<file path="src/rtl/pipe_ctrl_pkg.sv">
// Shared types and constants for the pipeline stall/hazard controller.
package pipe_ctrl_pkg;

   typedef enum logic [1:0] {
      StIdle,
      StRefill,
      StDone
   } state_e;

   localparam logic [4:0] REG_ZERO = 5'd0;

   // Pipeline-register write enables, PC first.
   typedef struct packed {
      logic pc;
      logic ifid;
      logic idex;
      logic exmem;
      logic memwb;
   } en_vec_t;

   localparam en_vec_t EN_ALL    = '{default: 1'b1};
   localparam en_vec_t EN_NONE   = '{default: 1'b0};
   // Frozen pipeline: only MEM/WB loads, and it loads a bubble.
   localparam en_vec_t EN_FREEZE = '{pc: 1'b0, ifid: 1'b0, idex: 1'b0, exmem: 1'b0, memwb: 1'b1};

endpackage

</file>
<file path="src/rtl/pipe_stall_ctrl_hazard_detect.sv">
// Combinational load-use hazard compare between ID/EX load and IF/ID sources.
module hazard_detect
   import pipe_ctrl_pkg::*;
(
   input  logic       idex_mem_read,
   input  logic [4:0] idex_rt,
   input  logic [4:0] ifid_rs,
   input  logic [4:0] ifid_rt,
   output logic       load_use
);

   always_comb begin
      load_use = idex_mem_read && (idex_rt != REG_ZERO) &&
                 ((idex_rt == ifid_rs) || (idex_rt == ifid_rt));
   end

endmodule

</file>
<file path="src/rtl/pipe_stall_ctrl.sv">
// Stall sequencer: load-use bubbles and data-cache miss freeze with block refill.
module pipe_stall_ctrl
   import pipe_ctrl_pkg::*;
#(
   parameter int unsigned REFILL_WORDS = 4,
   parameter int unsigned IDX_W        = $clog2(REFILL_WORDS)
) (
   input  logic             clk,
   input  logic             rst,
   input  logic             mem_access,
   input  logic             in_hit,
   input  logic             mem_ready,
   input  logic             idex_MemRead,
   input  logic [4:0]       idex_rt,
   input  logic [4:0]       ifid_rs,
   input  logic [4:0]       ifid_rt,
   output logic             en_PC,
   output logic             en_IFID,
   output logic             en_IDEX,
   output logic             en_EXMEM,
   output logic             en_MEMWB,
   output logic             flush_IDEX,
   output logic             bubble_MEMWB,
   output logic             mem_req,
   output logic             refill_we,
   output logic [IDX_W-1:0] refill_idx,
   output logic             busy
);

   localparam logic [IDX_W-1:0] LAST_IDX = IDX_W'(REFILL_WORDS - 1);

   state_e           state_q, state_d;
   logic [IDX_W-1:0] cnt_q, cnt_d;
   logic             load_use;
   en_vec_t          en;

   hazard_detect u_hazard_detect (
      .idex_mem_read (idex_MemRead),
      .idex_rt       (idex_rt),
      .ifid_rs       (ifid_rs),
      .ifid_rt       (ifid_rt),
      .load_use      (load_use)
   );

   always_comb begin
      state_d      = state_q;
      cnt_d        = cnt_q;
      en           = EN_ALL;
      flush_IDEX   = 1'b0;
      bubble_MEMWB = 1'b0;
      mem_req      = 1'b0;
      refill_we    = 1'b0;
      refill_idx   = '0;
      busy         = 1'b0;

      case (state_q)
         StIdle: begin
            // A miss outranks load-use; the hazard is seen again once the refill is over.
            if (mem_access && !in_hit) begin
               en           = EN_FREEZE;
               bubble_MEMWB = 1'b1;
               busy         = 1'b1;
               state_d      = StRefill;
            end else if (load_use) begin
               en.pc      = 1'b0;
               en.ifid    = 1'b0;
               flush_IDEX = 1'b1;
            end
         end
         StRefill: begin
            en           = EN_FREEZE;
            bubble_MEMWB = 1'b1;
            busy         = 1'b1;
            mem_req      = 1'b1;
            refill_idx   = cnt_q;
            if (mem_ready) begin
               refill_we = 1'b1;
               cnt_d     = cnt_q + 1'b1;
               if (cnt_q == LAST_IDX) begin
                  cnt_d   = '0;
                  state_d = StDone;
               end
            end
         end
         StDone: begin
            en           = EN_FREEZE;
            bubble_MEMWB = 1'b1;
            busy         = 1'b1;
            state_d      = StIdle;
         end
         default: begin
            state_d = StIdle;
            cnt_d   = '0;
         end
      endcase

      if (rst) begin
         en           = EN_NONE;
         flush_IDEX   = 1'b0;
         bubble_MEMWB = 1'b0;
         mem_req      = 1'b0;
         refill_we    = 1'b0;
         refill_idx   = '0;
         busy         = 1'b0;
      end
   end

   assign en_PC    = en.pc;
   assign en_IFID  = en.ifid;
   assign en_IDEX  = en.idex;
   assign en_EXMEM = en.exmem;
   assign en_MEMWB = en.memwb;

   always_ff @(posedge clk) begin
      if (rst) begin
         state_q <= StIdle;
         cnt_q   <= '0;
      end else begin
         state_q <= state_d;
         cnt_q   <= cnt_d;
      end
   end

endmodule

</file>
<file path="config.mk">
export PLATFORM = sky130hd
export DESIGN_NAME = pipe_stall_ctrl
export DESIGN_NICKNAME = d
export VERILOG_FILES = /design/src/rtl/pipe_ctrl_pkg.sv /design/src/rtl/pipe_stall_ctrl_hazard_detect.sv /design/src/rtl/pipe_stall_ctrl.sv
export SDC_FILE = /design/constraint.sdc
export NUM_CORES = 1
export LEC_CHECK = 0
export CELL_PAD_IN_SITES_DETAIL_PLACEMENT = 0
export CELL_PAD_IN_SITES_GLOBAL_PLACEMENT = 1
export CORE_ASPECT_RATIO = 1.4
export CORE_MARGIN = 2
export CORE_UTILIZATION = 25
export CTS_BUF_LIST = sky130_fd_sc_hd__clkbuf_8
export DETAILED_ROUTE_END_ITERATION = 8
export MAX_ROUTING_LAYER = met4
export PLACE_DENSITY = 0.95
export SLEW_MARGIN = 10
export SYNTH_ARGS = -nofsm -noshare
export SYNTH_HDL_FRONTEND = slang
export SYNTH_SLANG_ARGS = --single-unit
export TNS_END_PERCENT = 30
</file>
<file path="constraint.sdc">
create_clock -name clk -period 4.86 [get_ports clk]
set_clock_uncertainty 0.2 [all_clocks]
set_input_delay 0.972 -clock clk [delete_from_list [all_inputs] [get_ports clk]]
set_output_delay 0.972 -clock clk [all_outputs]
set_load 0.01 [all_outputs]
</file>
* Yosys cells after proc, flatten, opt, wreduce, memory -nomap -nowiden
Index checks and enable logic that the tools add are counted.
** Word-level totals
- Input bits :: 21
- RAM bits :: 0
- Bits in registers :: 4
- Memory bits (read-only) :: 0
- Logic and storage cells :: 49
- Memories kept :: 0
- Bits in latches :: 0
** Cells by class
- Magnitude comparators :: 0
- Bitwise gates (word level) :: 1
- Multipliers :: 0
- Shift-type cells :: 0
- Equal/unequal tests :: 8
- Reduce and logical (&&, ||, !) cells :: 11
- Divide/modulo/power cells :: 0
- Add/sub/neg operators :: 1
- Mux-type cells :: 26
** Operator list (number)
- 2-to-1 mux 2 bit :: 9
- 2-to-1 mux 1 bit :: 11
- equality test 5 bit :: 2
- one-hot mux 5 bit (2 select lines) :: 1
- one-hot mux 2 bit (2 select lines) :: 2
- != test 2 bit, second input constant :: 3
- 2-to-1 mux 5 bit :: 1
- nonzero test 5 bit :: 1
- equality test 2 bit, second input constant :: 2
- OR reduction 2 bit :: 2
- logical AND 1 bit :: 3
- 2-to-1 mux 3 bit :: 1
- AND reduction 3 bit :: 1
- adder 2 x 1 -> 2 bit, second input constant :: 1
- equality test 2 x 1 -> 1 bit, second input constant :: 1
- logical NOT 2 bit :: 1
- one-hot mux 1 bit (2 select lines) :: 1
- AND reduction 2 bit :: 1
- logical NOT 1 bit :: 1
- logical OR 1 bit :: 1
- inverter 1 bit :: 1

* Longest topological paths before layout
Gate-level depths: netlist (run 1).
- Depth after elaboration :: 7
- Mapped depth :: 6
- Mapped depth without buffers :: 5

* By module
From an unflattened synthesis (run 1), not the netlist that was laid out.
** Unflattened totals
- Cell total of the unflattened synthesis :: 70
- Area total of the unflattened synthesis :: 566.8 µm²
** Modules (own cells, without submodules)
- pipe_stall_ctrl :: area each 441.7 µm², instances 1, cells each 53, seq. area each 80.1 µm²
- hazard_detect :: area each 125.1 µm², instances 1, cells each 17, seq. area each 0.0 µm²

* Worst setup path after synthesis (run 1)
No wires, ideal clock.
- Kind :: input-to-output
- From :: in idex_rt[0]
- To :: out en_PC
- Data arrival time :: 2.124 ns
- Setup slack :: 1.564 ns
- Required time :: 3.688 ns
- Cell stages on the path :: 5
- Cell sequence :: or4_1 > o21ai_2 > nor2_1 > a21oi_1 > buf_4
** Between the ends
- Word-level cells in the longest chain between the ends :: 7
- Elaborated cells on any way between the ends :: 10
- Those cells by class :: 2 x eq/ne; 4 x mux; 4 x reduce/logical
** RTL lines
- start: declaration :: RTL line pipe_stall_ctrl.sv:14 : input logic [4:0] idex_rt,
- equality test 5 bit / nonzero test 5 bit (equally long branches) :: RTL line pipe_stall_ctrl_hazard_detect.sv:14, pipe_stall_ctrl_hazard_detect.sv:13
- logical OR 1 bit / logical AND 1 bit (equally long branches) :: RTL line pipe_stall_ctrl_hazard_detect.sv:14, pipe_stall_ctrl_hazard_detect.sv:13
- logical AND 1 bit * :: RTL line pipe_stall_ctrl_hazard_detect.sv:13 : load_use = idex_mem_read && (idex_rt != REG_ZERO) &&
- 2-to-1 mux 2 bit * :: RTL line pipe_stall_ctrl.sv:64 : end else if (load_use) begin
- 2-to-1 mux 2 bit * :: RTL line pipe_stall_ctrl.sv:59 : if (mem_access && !in_hit) begin
- one-hot mux 5 bit (2 select lines) * :: RTL line pipe_stall_ctrl.sv:56 : case (state_q)
- 2-to-1 mux 5 bit * :: RTL line pipe_stall_ctrl.sv:97 : if (rst) begin
- end: declaration :: RTL line pipe_stall_ctrl.sv:17 : output logic en_PC,
Mark *: on every way between the ends. The rest lies on a longest branch, timed or not.

* Final worst setup path (run 1)
- From :: in idex_rt[0]
- To :: out en_IFID
** Between the ends
- Word-level cells in the longest chain between the ends :: 7
- Elaborated cells on any way between the ends :: 10
- Those cells by class :: 2 x eq/ne; 4 x mux; 4 x reduce/logical
** RTL lines
- equality test 5 bit / nonzero test 5 bit (equally long branches) :: RTL line pipe_stall_ctrl_hazard_detect.sv:14, pipe_stall_ctrl_hazard_detect.sv:13
- logical OR 1 bit / logical AND 1 bit (equally long branches) :: RTL line pipe_stall_ctrl_hazard_detect.sv:14, pipe_stall_ctrl_hazard_detect.sv:13
- logical AND 1 bit * :: RTL line pipe_stall_ctrl_hazard_detect.sv:13
- 2-to-1 mux 2 bit * :: RTL line pipe_stall_ctrl.sv:64
- 2-to-1 mux 2 bit * :: RTL line pipe_stall_ctrl.sv:59
- one-hot mux 5 bit (2 select lines) * :: RTL line pipe_stall_ctrl.sv:56
- 2-to-1 mux 5 bit * :: RTL line pipe_stall_ctrl.sv:97
- end: declaration :: RTL line pipe_stall_ctrl.sv:18 : output logic en_IFID,
Marked as above.

==> results of run 1 <==
critical path, cell delays in order:
cell	delay, ns
clkdlybuf4s50_1	0.46
or4_1	0.56
o21ai_2	0.14
nor2_1	0.05
a21oi_1	0.17
clkdlybuf4s50_1	0.57
how the worst max path moves through the flow:
stage / start / end / slack [ns] / cells past startpoint
after global routing: idex_rt[3] / en_IFID / 0.67 / 6
final: idex_rt[0] / en_IFID / 0.76 / 6
after global placement: idex_rt[0] / en_IFID / 0.76 / 6
after detailed placement: idex_rt[0] / en_IFID / 0.75 / 6
after CTS: idex_rt[0] / en_IFID / 0.75 / 6
after floorplan: idex_rt[0] / en_PC / 1.56 / 5
kinds of logic after synthesis:
kind of cell | share of synthesized area (%)
xor+xnor | 17.9
flops | 16.4
simple gates | 28.5
fa+ha+maj | 12.8
buf+inv | 8.46
mux | 4.10
compound gates | 11.8
state kept, by name, indices dropped and copies added, names as in the netlist:
| name | count |
|---|---|
| cnt_q | 2 |
| state_q | 2 |
area by class of cell:
cell class | count | share of cell area, %
clock buffer | 3 | 4.87
inverter | 4 | 1.77
multi-input combinational | 54 | 43.2
sequential | 4 | 9.44
tap | 20 | 2.95
timing repair buffer | 32 | 37.8
power by group:
| part | internal [mW] | switching (mW) | leakage [nW] |
|---|---|---|---|
| Combinational | 0.0509 | 0.0386 | 0.273 |
| Clock | 0.0528 | 0.0166 | 0.0216 |
| Sequential | 0.0359 | 0.00281 | 0.0326 |
layer usage:
| metal | part of all wire [%] | GRT usage (%) |
|---|---|---|
| met1 | 38 | 11.2 |
| met2 | 53 | 19.4 |
| met3 | 7.1 | 1.19 |
| met4 | 2.0 | 9.68 |
| met5 | 0 | - |
layout by cell type, fill, tap and decap left out, drive strengths merged, types with 3 or more instances in the layout:
master	instances
dfxtp	4
inv	4
o21ai	3
nand2	5
nor2	7
clkdlybuf4s50	32
xnor2	10
ha	5
and2	5
clkbuf	3
a21oi	5
metrics by stage:
step | util [%] | cells
6_report | 47.1 | 117
5_1_grt | 47.1 | 117
4_1_cts | 47.1 | 117
3_5_place_dp | 44.8 | 114
3_3_place_gp | 44.8 | 114
2_1_floorplan | - | 66
==> metrics.md, run 1 <==
| Metric | Value |
|---|---|
| Setup TNS | `0 ns` |
| Final antenna-violating net count | `0` |
| PostCTS Resize Cnt | `0` |
| Ys Warns | `0` |
| Top post-synthesis cells by count | `10 x xnor2_1, 7 x nor2_1` |
| Max_cap viols | `0` |
| Peak supply drop | `0.000129 V` |
| Mapped Cells | `66` |
| Status | `finished, final reports clean` |
| Place WS | `0.745 ns` |
| Vias per cell | `4.74` |
| Critical R2R Launch | `state_q[1]` |
| Required @ worst endpoint | `3.69 ns` |
| Setup Buffers After CTS | `0` |
| Total Wirelength | `1160 µm` |
| Ys async rst share | `0%` |
| Number of port buffers | `32` |
| Area growth, synth to finish | `73.8%` |
| Pin count of the biggest net entering global routing | `9` |
| Post-synth top area cell | `xnor2_1` |
| Synth top area cells | `xnor2_1 18%, dfxtp_1 16%, ha_1 13%, and2_1 6.4%, nor2_1 5.4%` |
| Design area | `848 µm²` |
| Worst Setup Slack, final | `0.762 ns` |
| Worst-margin pin slew | `0.429 ns` |
| Worst-path clk slew | `0.03 ns` |
| Reg2reg path depth | `5` |
| DR WL/cell | `9.88 µm` |
| Setup violations, final | `0` |
| Clock sinks | `4` |
| Worst-Skew Late Latency | `0.22 ns` |
| Via count | `555` |
| HP Class | `reg2reg` |
| Initial antenna violation count | `0` |
| Hold-fix buffers, CTS | `0` |
| Power per cell area | `233 nW/µm²` |
| Initial Util | `27.1%` |
| Ports | `33` |
| Root Driver | `clkbuf_8` |
| Distinct cells, synth | `22` |
| Total GRT Usage | `11.8%` |
| Worst Hold Slack | `0.306 ns` |
| Yosys reg bits | `4` |
| Fmax | `244 MHz` |
| Register area share after synthesis | `16.4%` |
| Worst Setup Start Kind | `input port` |
| Row cnt | `18` |
| R2R Setup Slk | `3.12 ns` |
| H-tree levels | `1` |
| Core area | `1800 µm²` |
| Leak | `0.327 nW` |
| Top FF cell, synth | `dfxtp_1` |
| Multi-input gate area | `367 µm²` |
| Final period util | `84.3%` |
| Count of pins over their slew limit | `0` |
| Syn_nets | `92` |
| RSZ-0062 raised after global routing | `false` |
| CTS buffer count | `3` |
| Hold endpoint | `cnt_q[1]` |
| Worst Path Class, Setup | `in2out` |
| Die area | `2330 µm²` |
| First-pass GRT wire length | `1800 µm` |
| Slew headroom | `71.2%` |
| Top cell type's share of synthesized area | `17.9%` |
| Worst hold start | `cnt_q[1]` |
| Die Wd | `41.3 µm` |
| Hold path cells | `2` |
| Clk buf depth | `2` |
| Ant diodes | `0` |
| Area after DPL | `807 µm²` |
| Nature of the critical path endpoint | `output pin` |
| Storage cell area | `80.1 µm²` |
| TritonCTS clock tree | `built` |
| Post-synth EDFFs | `0` |
| Syn avg cell area | `7.39 µm²` |
| Tot Pwr | `0.198 mW` |
| Filler Cell Count | `193` |
| Fin crit period | `4.10 ns` |
| FF-to-FF End | `cnt_q[0]` |
| Most common cell in the netlist | `xnor2_1` |
| Crit path arrival time | `2.93 ns` |
| Routability Congestion | `0.696` |
| # DRC | `0` |
| Die height | `56.3 µm` |
| Max FO, Critical Path | `3` |
| Initial DRC count | `4` |
| Nets@finish | `125` |
| Mapped cell area | `488 µm²` |
| Fin. Hold Viols | `0` |
| Layout cells sized above 1 | `4.12%` |
| Initial DRT Pass Iterations | `4` |
| Total gr overflow | `0` |
| DP HPWL | `1020 µm` |
| Vias in the first global route | `513` |
No activity file was read; power rests on OpenSTA's default activity.
==> run 2: changes to the inputs <==
--- a/config.mk
+++ b/config.mk
@@ -9,11 +9,11 @@
 export CELL_PAD_IN_SITES_GLOBAL_PLACEMENT = 1
 export CORE_ASPECT_RATIO = 1.4
 export CORE_MARGIN = 2
-export CORE_UTILIZATION = 25
+export CORE_UTILIZATION = 24
 export CTS_BUF_LIST = sky130_fd_sc_hd__clkbuf_8
 export DETAILED_ROUTE_END_ITERATION = 8
 export MAX_ROUTING_LAYER = met4
-export PLACE_DENSITY = 0.95
+export PLACE_DENSITY = 0.93
 export SLEW_MARGIN = 10
 export SYNTH_ARGS = -nofsm -noshare
 export SYNTH_HDL_FRONTEND = slang
==> constraint.sdc (replaced) <==
create_clock -name clk -period 4 [get_ports clk]
set_clock_uncertainty 0.2 [all_clocks]
set_input_delay 0.8 -clock clk [delete_from_list [all_inputs] [get_ports clk]]
set_output_delay 0.8 -clock clk [all_outputs]
set_load 0.01 [all_outputs]
==> run 2 against run 1 <==
Die area increased by 3.8%. Total power grew 19%. Sequential cell count unchanged. Sequential share of layout area barely moved. Via count is 1.8% lower. Routed wire length increased by 0.95%. Count of clock-buffer cells in the layout did not move.
==> metrics.md, run 2 (synthesis gave the netlist of run 1 again) <==
| Metric | Value |
|---|---|
| CTS buffer count | `3` |
| Commonest non-fill, non-tap cells in the layout | `32 x clkdlybuf4s50_1, 10 x xnor2_1, 7 x nor2_1` |
| Worst Setup Slack, final | `0.231 ns` |
| Worst Hold Slack | `0.310 ns` |
| Initial DRC count | `0` |
| Largest registers | `cnt_q: 2 flops, state_q: 2 flops` |
| Sw power | `0.0665 mW` |
| Total Wirelength | `1170 µm` |
| Place WS | `0.208 ns` |
| Worst-margin pin slew | `0.432 ns` |
| Vias in the first global route | `583` |
| Count of pins over their slew limit | `0` |
| Routability Congestion | `0.705` |
| DP HPWL | `1090 µm` |
| Leak | `0.327 nW` |
| Initial DRT Pass Iterations | `1` |
| Fin. Hold Viols | `0` |
| Clk buf depth | `2` |
| Clock Power Share | `34.1%` |
| Hold-fix buffers, CTS | `0` |
| Die height | `57.4 µm` |
| Row cnt | `19` |
| Placed cell count | `115` |
| Layout cells sized above 1 | `4.12%` |
| Peak supply drop | `0.000172 V` |
| Ant diodes | `0` |
| Clock sinks | `4` |
| Power per cell area | `278 nW/µm²` |
| Worst-path clk slew | `0.03 ns` |
| Final antenna-violating net count | `0` |
| Die area | `2420 µm²` |
| Setup Buffers After CTS | `0` |
| WP buf/inv | `2` |
| Vias per cell | `4.62` |
| PostCTS Resize Cnt | `0` |
| Crit path top cell by count | `clkdlybuf4s50_1` |
| Nets@finish | `125` |
| First-pass GRT wire length | `2010 µm` |
| Crit path arrival time | `2.77 ns` |
| RSZ-0062 raised after global routing | `false` |
| Max FO, Critical Path | `3` |
| H-tree levels | `1` |
| Worst-Skew Late Latency | `0.21 ns` |
| CP max stage cell | `or4_1` |
| HP Class | `reg2reg` |
| Setup TNS | `0 ns` |
| Core area | `1950 µm²` |
| Initial Util | `25.0%` |
| Ports | `33` |
| Commonest non-fill, non-tap cell in the layout | `clkdlybuf4s50_1` |
| Max_cap viols | `0` |
| Delay-heaviest family, CP | `buffers and inverters` |
| Final period util | `94.2%` |
| Util after Layout | `43.6%` |
| Initial antenna violation count | `0` |
| Internal | `0.169 mW` |
| Required @ worst endpoint | `3.00 ns` |
| Fmax | `265 MHz` |
| Die Wd | `42.1 µm` |
| Tot Pwr | `0.236 mW` |
| Finished Layout Cells | `118` |
| Number of port buffers | `32` |
| Pin count of the biggest net entering global routing | `9` |
| Design area | `850 µm²` |
| Setup violations, final | `0` |
| Area growth, synth to finish | `74.1%` |
| TritonCTS clock tree | `built` |
| Total GRT Usage | `11.3%` |
| Critical path, cell by cell | `clkdlybuf4s50_1 > or4_1 > o21ai_2 > nor2_1 > a21oi_1 > clkdlybuf4s50_1` |
| Fin crit period | `3.77 ns` |
| Seq pwr share | `19.9%` |
| Via count | `545` |
| # DRC | `0` |
| Gate power share | `45.9%` |
| Area after DPL | `808 µm²` |
| Status | `finished, final reports clean` |
| Nature of the critical path endpoint | `output pin` |
| DR WL/cell | `9.89 µm` |
| Worst Setup Start Kind | `input port` |
| Total gr overflow | `0` |
| Slew headroom | `71.1%` |
| Worst Path Class, Setup | `in2out` |
| Net Sw Frac | `28.2%` |
| Largest stage delay, worst path | `0.56 ns` |
| Root Driver | `clkbuf_8` |
[run 2: cell counts in the layout (fill, tap and decap cells not counted)]
No cell type changed its count.
[run 2: final cells by class]
type	count	area (µm²)
Clock buffer	3	41.3
Fill cell	217	1100
Inverter	4	15.0
Multi-Input combinational cell	54	367
Sequential cell	4	80.1
Tap cell	21	26.3
Timing Repair Buffer	32	320
[run 2: final timing paths]
kind | startpoint | end | slack [ns] | cells after the start
setup / recovery | idex_rt[0] | en_PC | 0.23 | 6
hold / removal | cnt_q[1] | cnt_q[1] | 0.31 | 2
setup reg to reg | state_q[1] | cnt_q[0] | 2.27 | 5
hold reg to reg | cnt_q[1] | cnt_q[1] | 0.31 | 2
[run 2: worst reg2reg max path, cell delays in order (launching register included)]
cell,delay [ns]
dfxtp_1,0.36
inv_1,0.08
ha_1,0.27
a211oi_1,0.42
mux2i_1,0.23
nor2_1,0.06
[run 2: metal layers]
layer | up-vias | track usage [%] | wire [µm]
li1 | 282 | - | -
met1 | 238 | 7.75 | 386
met2 | 25 | 23.7 | 703
met3 | 0 | 2.85 | 77
met4 | 0 | 6.70 | 0
met5 | - | - | 0
[run 2: power by group through the flow]
stage                     Combinational [mW]  Sequential (mW)  Clock (mW)
after floorplan                       0.0626           0.0468           0
after global placement                 0.108           0.0474           0
after detailed placement               0.110           0.0476           0
after CTS                              0.110           0.0471      0.0829
after global routing                   0.121           0.0478      0.0874
final                                  0.108           0.0470      0.0805
==> run 3: changes to the inputs <==
--- a/config.mk
+++ b/config.mk
@@ -12,6 +12,7 @@
 export CORE_UTILIZATION = 24
 export CTS_BUF_LIST = sky130_fd_sc_hd__clkbuf_8
 export DETAILED_ROUTE_END_ITERATION = 8
+export GPL_ROUTABILITY_DRIVEN = 1
 export MAX_ROUTING_LAYER = met4
 export PLACE_DENSITY = 0.93
 export SLEW_MARGIN = 10
==> results of run 3 <==
Final layout, timing and power as in run 2 (identical DEF).
